$ cat src/rtl/fir_deconv_inverse_if.sv
// Stream bundle for the FIR deconvolution block:
// filtered words in, recovered samples out.
interface fir_deconv_inverse_if #(
  parameter int Sample_size  = 6,
  parameter int word_size_in = 14
);
  logic [word_size_in-1:0] FIR_in;
  logic                    in_valid;
  logic                    in_ready;
  logic [Sample_size-1:0]  Sample_out;
  logic                    out_valid;
  logic                    out_ready;
  logic                    out_err;
  logic                    error_sticky;

  modport slave (
    input  FIR_in, in_valid, out_ready,
    output in_ready, Sample_out, out_valid,
    output out_err, error_sticky
  );

  modport master (
    output FIR_in, in_valid, out_ready,
    input  in_ready, Sample_out, out_valid,
    input  out_err, error_sticky
  );
endinterface

$ cat src/rtl/fir_deconv_inverse.sv
// Inverse of the 5-tap FIR: recovers x[n] from y[n]
// with a sequential MAC and a restoring divider.
module fir_deconv_inverse #(
  parameter int FIR_order    = 4,
  parameter int Sample_size  = 6,
  parameter int weight_size  = 5,
  parameter int word_size_in = 14,
  parameter logic [weight_size-1:0] b0 = 5'd3,
  parameter logic [weight_size-1:0] b1 = 5'd7,
  parameter logic [weight_size-1:0] b2 = 5'd20,
  parameter logic [weight_size-1:0] b3 = 5'd7,
  parameter logic [weight_size-1:0] b4 = 5'd3
) (
  input  logic                clock,
  input  logic                reset,
  fir_deconv_inverse_if.slave bus
);

  localparam int RW = word_size_in + 2;
  localparam int PW = Sample_size + weight_size;
  localparam int TW = $clog2(FIR_order);
  localparam int CW = $clog2(word_size_in + 1);

  typedef enum logic [2:0] {
    IDLE,
    MAC,
    CHK,
    DIV,
    OUT
  } state_t;

  state_t                  state_q, state_d;
  logic [Sample_size-1:0]  hist_q [FIR_order];
  logic [Sample_size-1:0]  hist_d [FIR_order];
  logic [TW-1:0]           tap_q, tap_d;
  logic signed [RW-1:0]    residual_q, residual_d;
  logic [weight_size-1:0]  rem_q, rem_d;
  logic [word_size_in-1:0] quo_q, quo_d;
  logic [CW-1:0]           cnt_q, cnt_d;
  logic [Sample_size-1:0]  sample_q, sample_d;
  logic                    err_q, err_d;
  logic                    sticky_q, sticky_d;

  logic [PW-1:0]           prod;
  logic [weight_size:0]    shifted;
  logic                    take;
  logic [weight_size-1:0]  rem_nx;
  logic [word_size_in-1:0] quo_nx;
  logic                    clamp;

  // tap k+1 coefficient (tap index is zero based)
  function automatic logic [weight_size-1:0] coef(
    input logic [TW-1:0] k
  );
    logic [weight_size-1:0] c;
    unique case (k)
      TW'(0):  c = b1;
      TW'(1):  c = b2;
      TW'(2):  c = b3;
      default: c = b4;
    endcase
    return c;
  endfunction

  assign bus.in_ready     = (state_q == IDLE);
  assign bus.out_valid    = (state_q == OUT);
  assign bus.Sample_out   = sample_q;
  assign bus.out_err      = err_q;
  assign bus.error_sticky = sticky_q;

  // datapath helpers: one MAC product, one divider step
  always_comb begin
    prod    = PW'(coef(tap_q)) * PW'(hist_q[tap_q]);
    shifted = {rem_q, quo_q[word_size_in-1]};
    take    = (shifted >= {1'b0, b0});
    rem_nx  = take ? weight_size'(shifted - {1'b0, b0})
                   : shifted[weight_size-1:0];
    quo_nx  = {quo_q[word_size_in-2:0], take};
    clamp   = |quo_nx[word_size_in-1:Sample_size];
  end

  // next-state and datapath control
  always_comb begin
    state_d    = state_q;
    hist_d     = hist_q;
    tap_d      = tap_q;
    residual_d = residual_q;
    rem_d      = rem_q;
    quo_d      = quo_q;
    cnt_d      = cnt_q;
    sample_d   = sample_q;
    err_d      = err_q;
    sticky_d   = sticky_q;
    unique case (state_q)
      IDLE: begin
        if (bus.in_valid) begin
          residual_d = $signed(RW'(bus.FIR_in));
          tap_d      = '0;
          state_d    = MAC;
        end
      end
      MAC: begin
        residual_d = residual_q - $signed(RW'(prod));
        if (tap_q == TW'(FIR_order - 1)) begin
          state_d = CHK;
        end else begin
          tap_d = tap_q + 1'b1;
        end
      end
      CHK: begin
        if (residual_q[RW-1]) begin
          sample_d = '0;
          err_d    = 1'b1;
          state_d  = OUT;
        end else begin
          rem_d   = '0;
          quo_d   = residual_q[word_size_in-1:0];
          cnt_d   = '0;
          state_d = DIV;
        end
      end
      DIV: begin
        rem_d = rem_nx;
        quo_d = quo_nx;
        cnt_d = cnt_q + 1'b1;
        if (cnt_q == CW'(word_size_in - 1)) begin
          sample_d = clamp ? '1 : quo_nx[Sample_size-1:0];
          err_d    = clamp | (rem_nx != '0);
          state_d  = OUT;
        end
      end
      OUT: begin
        if (bus.out_ready) begin
          hist_d[0] = sample_q;
          for (int k = 1; k < FIR_order; k++) begin
            hist_d[k] = hist_q[k-1];
          end
          sticky_d = sticky_q | err_q;
          state_d  = IDLE;
        end
      end
      default: state_d = IDLE;
    endcase
  end

  // state and datapath registers
  always_ff @(posedge clock) begin
    if (reset) begin
      state_q    <= IDLE;
      for (int k = 0; k < FIR_order; k++) begin
        hist_q[k] <= '0;
      end
      tap_q      <= '0;
      residual_q <= '0;
      rem_q      <= '0;
      quo_q      <= '0;
      cnt_q      <= '0;
      sample_q   <= '0;
      err_q      <= 1'b0;
      sticky_q   <= 1'b0;
    end else begin
      state_q    <= state_d;
      hist_q     <= hist_d;
      tap_q      <= tap_d;
      residual_q <= residual_d;
      rem_q      <= rem_d;
      quo_q      <= quo_d;
      cnt_q      <= cnt_d;
      sample_q   <= sample_d;
      err_q      <= err_d;
      sticky_q   <= sticky_d;
    end
  end

endmodule

$ cat src/flat_wrapper.sv
// flat-port wrapper written by rule: the top's interface ports become plain ports
module fir_deconv_inverse_flat 
#(
  parameter int FIR_order    = 4,
  parameter int Sample_size  = 6,
  parameter int weight_size  = 5,
  parameter int word_size_in = 14,
  parameter logic [weight_size-1:0] b0 = 5'd3,
  parameter logic [weight_size-1:0] b1 = 5'd7,
  parameter logic [weight_size-1:0] b2 = 5'd20,
  parameter logic [weight_size-1:0] b3 = 5'd7,
  parameter logic [weight_size-1:0] b4 = 5'd3
)
  (clock, reset, bus_FIR_in, bus_in_valid, bus_out_ready, bus_in_ready, bus_Sample_out, bus_out_valid, bus_out_err, bus_error_sticky);
  fir_deconv_inverse_if #(.Sample_size(Sample_size), .word_size_in(word_size_in)) bus_i ();
  input  logic clock;
  input  logic reset;
  input wire logic [$bits(bus_i.FIR_in)-1:0] bus_FIR_in;
  input wire logic [$bits(bus_i.in_valid)-1:0] bus_in_valid;
  input wire logic [$bits(bus_i.out_ready)-1:0] bus_out_ready;
  output wire logic [$bits(bus_i.in_ready)-1:0] bus_in_ready;
  output wire logic [$bits(bus_i.Sample_out)-1:0] bus_Sample_out;
  output wire logic [$bits(bus_i.out_valid)-1:0] bus_out_valid;
  output wire logic [$bits(bus_i.out_err)-1:0] bus_out_err;
  output wire logic [$bits(bus_i.error_sticky)-1:0] bus_error_sticky;
  assign bus_i.FIR_in = bus_FIR_in;
  assign bus_i.in_valid = bus_in_valid;
  assign bus_i.out_ready = bus_out_ready;
  assign bus_in_ready = bus_i.in_ready;
  assign bus_Sample_out = bus_i.Sample_out;
  assign bus_out_valid = bus_i.out_valid;
  assign bus_out_err = bus_i.out_err;
  assign bus_error_sticky = bus_i.error_sticky;
  fir_deconv_inverse #(.FIR_order(FIR_order), .Sample_size(Sample_size), .weight_size(weight_size), .word_size_in(word_size_in), .b0(b0), .b1(b1), .b2(b2), .b3(b3), .b4(b4)) u_core (.clock(clock), .reset(reset), .bus(bus_i));
endmodule
$ cat config.mk
export PLATFORM = sky130hd
export DESIGN_NAME = fir_deconv_inverse_flat
export DESIGN_NICKNAME = d
export VERILOG_FILES = /design/src/rtl/fir_deconv_inverse_if.sv /design/src/rtl/fir_deconv_inverse.sv /design/src/flat_wrapper.sv
export SDC_FILE = /design/constraint.sdc
export NUM_CORES = 1
export LEC_CHECK = 0
export BUFFER_PORTS_ARGS = -buffer_cell sky130_fd_sc_hd__buf_4
export CORE_MARGIN = 2
export CORE_UTILIZATION = 60
export CTS_CLUSTER_SIZE = 25
export DETAILED_ROUTE_END_ITERATION = 10
export PLACE_DENSITY = 0.79
export SLEW_MARGIN = 20
export SYNTH_ARGS = -nofsm -noshare
export SYNTH_HDL_FRONTEND = slang
export SYNTH_SLANG_ARGS = --single-unit
$ cat constraint.sdc
create_clock -name clock -period 8.05 [get_ports clock]
set_clock_uncertainty 0.15 [all_clocks]
set_input_delay 0.4025 -clock clock [delete_from_list [all_inputs] [get_ports clock]]
set_output_delay 0.4025 -clock clock [all_outputs]
set_load 0.01 [all_outputs]
==> summary.txt, run 1 <==
Yosys
  – Largest family of logic cells by synthesized area: simple AND/OR/NAND/NOR gates
  – Compound-cell area share of the yosys netlist: 20.4%
  – Synth async-reset ratio: 0%
  – Count leader, synth: nand2_1
  – Flops & latches, synth: 76
  – Commonest cells post-synth: nand2_1 (100), dfxtp_1 (76), a21oi_1 (74), nor2_1 (47), ha_1 (41)
  – Syn Inst Count: 573
  – Avg Cell Area, Syn: 8.20 µm²
  – Syn nets: 639
  – Number of flops mapped to enable cells by yosys: 0
  – Post-synthesis adder-cell area fraction: 13.9%
  – Synth area leaders: dfxtp_1 (32%), ha_1 (11%), nand2_1 (8.0%)
  – Mux cell area share after synthesis: 4.26%
  – Largest area contributor in the netlist: dfxtp_1
  – Post-synthesis sequential area ratio: 32.4%
  – Synthesized cell area: 0.00470 mm²
  – Synth Flop Type: dfxtp_1
  – Syn. warnings: 0
  – Share of the synthesized area in the top cell type: 32.4%
  – Post-synthesis simple-gate area fraction: 21.1%
  – Post-Synth XOR/XNOR Area: 3.17%
  – Netlist cell types: 54

Global routing
  – Vias in the first global route: 3833
  – Aggregate global-route resource usage: 26.8%
  – Initial antenna violation count: 0
  – Pin count of the biggest net entering global routing: 83
  – Global-route wire length before repair: 18300 µm
  – GR Overflow Total: 0

Routing
  – DR vias/cell: 5.90
  – Detail Route Antenna Nets: 0
  – Initial DRC count: 321
  – Drt wl/cell: 15.7 µm
  – Routed wire length: 10800 µm
  – Vias: 4068
  – Pre-antenna DRT Iters: 5
  – DRC viols: 0

STA
  – Final hold violation count: 0
  – Total negative setup slack: 0 ps
  – Final min period: 5690 ps
  – RSZ-0062 raised after global routing: false
  – Fmax: 0.176 GHz
  – Worst-margin pin slew: 903 ps
  – Worst slew margin: 39.8%
  – Pins Over Slew Limit: 0
  – Finish-stage setup viols: 0
  – Final worst path period share: 70.7%

Power and ir drop
  – PwrDens: 173 mW/mm²
  – Sw frac: 29.6%
  – Peak VDD IR: 0.131 mV
  – Clock share of power: 33.9%
  – Net switching power: 261 µW
  – Post-route total power: 881 µW
  – Comb power frac: 19.7%
  – Leak: 2.05 nW
  – Sequential power share: 46.4%
  – Cell-internal power: 620 µW

Critical path
  – Crit path max fanout: 11
  – Req. time, crit path: 8100 ps
  – WP data arrival: 5740 ps
  – Critical path endpoint category: register
  – Startpoint class of the critical path: register
  – Setup Crit Path Kind: reg -> reg

Placement
  – Post-DP HPWL: 7910 µm
  – RD Place Congestion: 0.925
  – PortBufs: 27

Hold path
  – Worst min-delay path category: in -> reg

Clock network
  – CTS root buf: clkbuf_8
  – Clock sink count: 76
  – Clock Latency Late Sink: 350 ps
  – Postcts setup bufs: 0
  – Bufs on Longest Clock Path: 2
  – # resized after CTS: 0
  – TritonCTS buffer count: 9
  – CTS H-tree lvls: 3
  – Clock Pin Slew Worst Setup and Hold Paths: 80 ps
  – CTS tree: built
  – Number of hold buffers added after CTS: 0

Die
  – Die area: 0.00855 mm²
  – I/O pins: 28
  – # rows: 32
  – Die width: 92.5 µm
  – Initial core utilization: 61.4%
  – Die Ht: 92.5 µm
  – Core Area: 0.00765 mm²

Layout
  – Diode count: 0
  – Share of cells above drive strength 1: 11.4%
  – NumNets Final: 649
  – Area growth, synth to finish: 8.79%

Flow run
  – Max-cap viol count: 0

Status
  – Status: finished clean
## metal layers
| layer | up-vias | part of all wire [%] | global-route usage [%] | routed length [µm] |
|---|---|---|---|---|
| met2 | 113 | 45 | 41.8 | 4910 |
| met3 | 16 | 5.8 | 5.29 | 632 |
| met5 | - | 0 | 0 | 0 |
| met1 | 1921 | 47 | 37.4 | 5100 |
| met4 | 0 | 1.7 | 8.46 | 179 |
| li1 | 2018 | - | - | - |
## path summary, 6_finish.rpt
check | from | endpoint | slack, ps | depth (start not counted)
worst max register to register | u_core.tap_q[0] | u_core.residual_q[13] | 2360 | 20
worst min-delay path | bus_FIR_in[2] | u_core.residual_q[2] | 180 | 3
worst max-delay path | u_core.tap_q[0] | u_core.residual_q[13] | 2360 | 20
worst min register to register | u_core.hist_q[5] | u_core.hist_q[5] | 310 | 2
## through the flow
step           hold WS (ps)  area, µm²  setup slack [ps]  cells  util, %
3_3_place_gp            290       4910              2480    674     64.2
6_report                176       5110              2360    689     66.8
2_1_floorplan           283       4700              2480    573        -
3_5_place_dp            299       4910              2370    674     64.2
5_1_grt                 199       5110              1950    689     66.8
4_1_cts                 168       5110              2330    689     66.8
## critical path, stage by stage (launching register included)
cell	delay [ps]
dfxtp_1	660
mux4_2	610
nor2b_1	150
ha_1	300
ha_1	280
inv_1	50
fa_1	500
inv_1	50
ha_1	320
nor2b_1	140
o21ai_0	220
a21oi_1	120
or4_1	410
o21ai_0	110
xor2_1	250
ha_1	320
nand2_1	90
nor2_1	100
a221oi_1	370
mux2i_1	240
o211ai_1	110
## cell families (layout without fill, tap and decap cells)
| group | count (synthesis) | count (layout) |
|---|---|---|
| AOI/OAI and AO/OA | 149 | 149 |
| xor gates and xnor gates | 17 | 17 |
| adders and majority gates | 48 | 48 |
| buffers and inverters | 54 | 68 |
| DFF | 76 | 76 |
| muxes | 12 | 12 |
| and+or+nand+nor | 217 | 217 |
## power by group through the flow
stage / Combinational (mW) / Sequential, mW / Clock (mW)
after CTS: 0.172 / 0.408 / 0.302
after floorplan: 0.139 / 0.406 / 0
after detailed placement: 0.170 / 0.417 / 0
after global routing: 0.192 / 0.411 / 0.316
after global placement: 0.168 / 0.416 / 0
final: 0.174 / 0.409 / 0.299
## layout make-up
cell class | instances | area [µm²]
Clock buffer | 11 | 151
Clock inverter | 4 | 48.8
Fill cell | 665 | 2540
Inverter | 23 | 86.3
Multi-Input combinational cell | 443 | 2950
Sequential cell | 76 | 1520
Tap cell | 102 | 128
Timing Repair Buffer | 30 | 225
## sequential cells by signal (all words and copies together) (netlist names), 2 cells and up
signal	flops
u_core.cnt_q	4
u_core.tap_q	2
u_core.state_q	3
u_core.hist_q	24
u_core.quo_q	14
u_core.bus.Sample_out	6
u_core.rem_q	5
u_core.residual_q	16
## placed cells by master, fill, tap and decap left out, types with 7 or more instances in the layout
master and instances:
a21oi_1 74, a22oi_1 23, and2_1 11, buf_4 30, clkbuf_8 11, dfxtp_1 76
fa_1 7, ha_1 41, inv_1 23, nand2_1 100, nand2b_1 8, nor2_1 47
nor2b_1 20, o211ai_1 9, o21ai_0 11, xnor2_1 7, xor2_1 10
(Power assumes the default switching activity.)
==> run 2: changes to the inputs <==
--- a/config.mk
+++ b/config.mk
@@ -5,6 +5,7 @@
 export SDC_FILE = /design/constraint.sdc
 export NUM_CORES = 1
 export LEC_CHECK = 0
+export ABC_AREA = 1
 export BUFFER_PORTS_ARGS = -buffer_cell sky130_fd_sc_hd__buf_4
 export CORE_MARGIN = 2
 export CORE_UTILIZATION = 60
==> constraint.sdc (replaced) <==
create_clock -name clock -period 5.5 [get_ports clock]
set_clock_uncertainty 0.15 [all_clocks]
set_input_delay 0.275 -clock clock [delete_from_list [all_inputs] [get_ports clock]]
set_output_delay 0.275 -clock clock [all_outputs]
set_load 0.01 [all_outputs]
==> run 2 against run 1 <==
Effect of this change: power rose to 2.7 times the previous value; sequential share of layout area decreased by 0.75 points; global-route usage increased by 0.85 points; flip-flop and latch count stayed put; wire length is 5.7% higher; clock power rose by 40%; count of clock-buffer cells in the layout decreased by 2; setup slack worse by 1900 ps; die area grew 2.3%; via count grew 11%; non-clock buffer count decreased by 1; combinational power grew to 7.1 times the previous value.
==> summary.txt, run 2 <==
Power and ir drop
  – Peak VDD IR: 0.315 mV (was 0.131 mV)
  – Leak: 2.39 nW (was 2.05 nW)
  – PwrDens: 449 mW/mm² (was 173 mW/mm²)

Routing
  – DR vias/cell: 5.49 (was 5.90)
  – Initial DRC count: 287 (was 321)
  – DRC viols: 0 (unchanged)
  – Detail Route Antenna Nets: 0 (unchanged)
  – Pre-antenna DRT Iters: 5 (unchanged)
  – Drt wl/cell: 13.9 µm (was 15.7 µm)
  – Routed wire length: 11400 µm (was 10800 µm)
  – Vias: 4527 (was 4068)

Flow run
  – Max-cap viol count: 0 (unchanged)

Clock network
  – Number of hold buffers added after CTS: 0 (unchanged)
  – Clock Latency Late Sink: 360 ps (was 350 ps)
  – TritonCTS buffer count: 9 (unchanged)
  – Postcts setup bufs: 0 (unchanged)
  – CTS tree: built (unchanged)
  – CTS H-tree lvls: 3 (unchanged)
  – Clock Pin Slew Worst Setup and Hold Paths: 90 ps (was 80 ps)
  – Bufs on Longest Clock Path: 2 (unchanged)
  – Clock sink count: 76 (unchanged)
  – CTS root buf: clkbuf_8 (unchanged)

STA
  – Fmax: 0.199 GHz (was 0.176 GHz)
  – Hold slack: 53.4 ps (was 176 ps)
  – RSZ-0062 raised after global routing: false (unchanged)
  – Final hold violation count: 0 (unchanged)
  – Worst slew margin: 45.5% (was 39.8%)
  – Finish-stage setup viols: 0 (unchanged)
  – Final worst path period share: 91.3% (was 70.7%)
  – Worst-margin pin slew: 816 ps (was 903 ps)
  – Pins Over Slew Limit: 0 (unchanged)
  – Final Worst Setup Slack: 481 ps (was 2360 ps)
  – Total negative setup slack: 0 ps (unchanged)
  – Final min period: 5020 ps (was 5690 ps)

Die
  – # rows: 32 (unchanged)
  – Die width: 93.5 µm (was 92.5 µm)
  – I/O pins: 28 (unchanged)
  – Die area: 0.00875 mm² (was 0.00855 mm²)
  – Die Ht: 93.5 µm (was 92.5 µm)
  – Core Area: 0.00773 mm² (was 0.00765 mm²)
  – Initial core utilization: 62.2% (was 61.4%)

Yosys
  – Syn. warnings: 0 (unchanged)
  – Syn Inst Count: 702 (was 573)
  – Flops & latches, synth: 76 (unchanged)
  – Synth async-reset ratio: 0% (unchanged)
  – Synth area leaders: dfxtp_1 (32%), nand2_1 (14%), ha_1 (11%) (was dfxtp_1 (32%), ha_1 (11%), nand2_1 (8.0%))
  – Netlist cell types: 36 (was 54)
  – Largest area contributor in the netlist: dfxtp_1 (unchanged)
  – Number of flops mapped to enable cells by yosys: 0 (unchanged)
  – Syn nets: 768 (was 639)
  – Commonest cells post-synth: nand2_1 (180), a21oi_1 (84), inv_1 (78), dfxtp_1 (76), nor2_1 (57) (was nand2_1 (100), dfxtp_1 (76), a21oi_1 (74), nor2_1 (47), ha_1 (41))
  – Share of the synthesized area in the top cell type: 31.6% (was 32.4%)
  – Count leader, synth: nand2_1 (unchanged)
  – Synth Flop Type: dfxtp_1 (unchanged)
  – Avg Cell Area, Syn: 6.85 µm² (was 8.20 µm²)
  – Synthesized cell area: 0.00481 mm² (was 0.00470 mm²)
  – Post-synthesis sequential area ratio: 31.6% (was 32.4%)

Critical path
  – Reg2reg setup slack: 480 ps (was 2360 ps)
  – WP data arrival: 5120 ps (was 5740 ps)
  – Critical Path End: u_core.residual_q[15] (was u_core.residual_q[13])
  – RR Endpoint: u_core.residual_q[15] (was u_core.residual_q[13])
  – Crit path max fanout: 21 (was 11)
  – Crit. Startpoint: u_core.tap_q[0] (unchanged)
  – Startpoint class of the critical path: register (unchanged)
  – Setup Crit Path Kind: reg -> reg (unchanged)
  – FF-to-FF path depth: 26 (was 20)
  – Critical path endpoint category: register (unchanged)
  – Req. time, crit path: 5610 ps (was 8100 ps)
  – Reg2Reg Launch Point: u_core.tap_q[0] (unchanged)

Status
  – Status: finished clean (unchanged)

Layout
  – Share of cells above drive strength 1: 9.27% (was 11.4%)
  – Fill cell count: 692 (was 665)
  – Max FFs per register: 24 (unchanged)
  – Top flop regs: u_core.hist_q: 24 flops, u_core.residual_q: 16 flops, u_core.quo_q: 14 flops (unchanged)
  – Most frequent cells in the layout: nand2_1 (180), a21oi_1 (83), inv_1 (78) (was nand2_1 (100), dfxtp_1 (76), a21oi_1 (74))
  – Final Util: 67.9% (was 66.8%)
  – Area growth, synth to finish: 9.08% (was 8.79%)
  – Diode count: 0 (unchanged)
  – NumNets Final: 784 (was 649)
  – Largest Register: u_core.hist_q (unchanged)
  – Commonest non-fill, non-tap cell in the layout: nand2_1 (unchanged)

Global routing
  – Aggregate global-route resource usage: 27.6% (was 26.8%)
  – Initial antenna violation count: 0 (unchanged)
  – Pin count of the biggest net entering global routing: 48 (was 83)
  – Vias in the first global route: 4205 (was 3833)
  – Global-route wire length before repair: 19200 µm (was 18300 µm)
  – GR Overflow Total: 0 (unchanged)

Placement
  – Placement Setup Slack: 373 ps (was 2370 ps)
  – Post-DP HPWL: 8430 µm (was 7910 µm)
  – RD Place Congestion: 0.954 (was 0.925)
  – PortBufs: 27 (unchanged)

Hold path
  – Worst min-delay path category: in -> reg (unchanged)
  – WHS Path Cells: 3 (unchanged)
[run 2: cell types whose count changed after synthesis, moves of 11 or more]
| cell | change |
|---|---|
| nand2_1 | +80 |
| inv_1 | +55 |
| o21ai_0 | +37 |
| nand3_1 | +24 |
| a22oi_1 | -23 |
| nor2b_1 | -20 |
| a31oi_1 | +17 |
| and2_1 | -11 |
[run 2: worst min-delay path by stage]
| stage | startpoint | endpoint | slack [ps] |
|---|---|---|---|
| floorplan | bus_FIR_in[0] | u_core.residual_q[0] | 270 |
| global placement | u_core.hist_q[3] | u_core.hist_q[3] | 300 |
| detailed placement | u_core.hist_q[3] | u_core.hist_q[3] | 310 |
| CTS | bus_FIR_in[0] | u_core.residual_q[0] | 50 |
| global route | bus_FIR_in[0] | u_core.residual_q[0] | 30 |
| finish | bus_FIR_in[0] | u_core.residual_q[0] | 50 |
[run 2: report_power, final]
part | switching [mW] | total [mW] | internal, mW
Sequential | 0.0790 | 0.696 | 0.617
Clock | 0.245 | 0.420 | 0.175
Combinational | 0.806 | 1.24 | 0.433
Total | 1.13 | 2.36 | 1.22
[run 2: critical path, cell delays in order, from the launching register on]
cell	delay [ps]
dfxtp_1	380
buf_6	180
o21ai_0	160
a21oi_1	60
a21oi_1	210
nor2_1	70
ha_1	280
inv_1	50
fa_1	490
fa_1	510
inv_1	40
ha_1	350
nand2_1	60
o21ai_0	330
a21oi_1	120
nor2_1	100
nor2_1	50
xor2_1	160
ha_1	320
inv_1	100
o21bai_1	100
a21oi_1	180
nand3_1	110
nor2_1	130
nand3_1	80
nand2_1	70
nor2_1	50
[run 2: repair_timing]
action	CTS	global route
endpoints found under the setup margin	0	6
resized for setup	0	5
endpoints found under the hold margin	0	0
[run 2: kinds of logic (layout without fill, tap and decap cells)]
| logic type | after synthesis | in the layout | synth area share, % |
|---|---|---|---|
| AND/OR/NAND/NOR | 287 | 287 | 24.6 |
| AO/OA/AOI/OAI | 169 | 169 | 19.0 |
| buffers and inverters | 111 | 132 | 9.21 |
| flip-flops | 76 | 76 | 31.6 |
| adder cells (fa/ha/maj) | 48 | 48 | 13.6 |
| XOR/XNOR | 11 | 11 | 2.00 |
[run 2: area by class of cell]
type                       count  area (µm²)  area share [%]
clock buffer                   9         124            2.36
clock inverter                 7        65.1            1.24
inverter                      87         327            6.22
multi-input combinational    515        2860            54.5
sequential                    76        1520            29.0
tap                          102         128            2.43
timing repair buffer          29         221            4.22
[run 2: metal layers]
| metal | GRT usage [%] | wire (µm) |
|---|---|---|
| met5 | 0 | 0 |
| met4 | 9.18 | 242 |
| met3 | 5.16 | 432 |
| met2 | 47.4 | 5630 |
| met1 | 34.9 | 5140 |
[run 2: metrics by stage]
step,instance area (µm²),power (mW),cells
CTS,5230,2.34,825
global route,5250,2.58,825
finish,5250,2.36,825
global placement,5040,1.88,809
detailed placement,5040,1.91,809
floorplan,4810,1.66,702
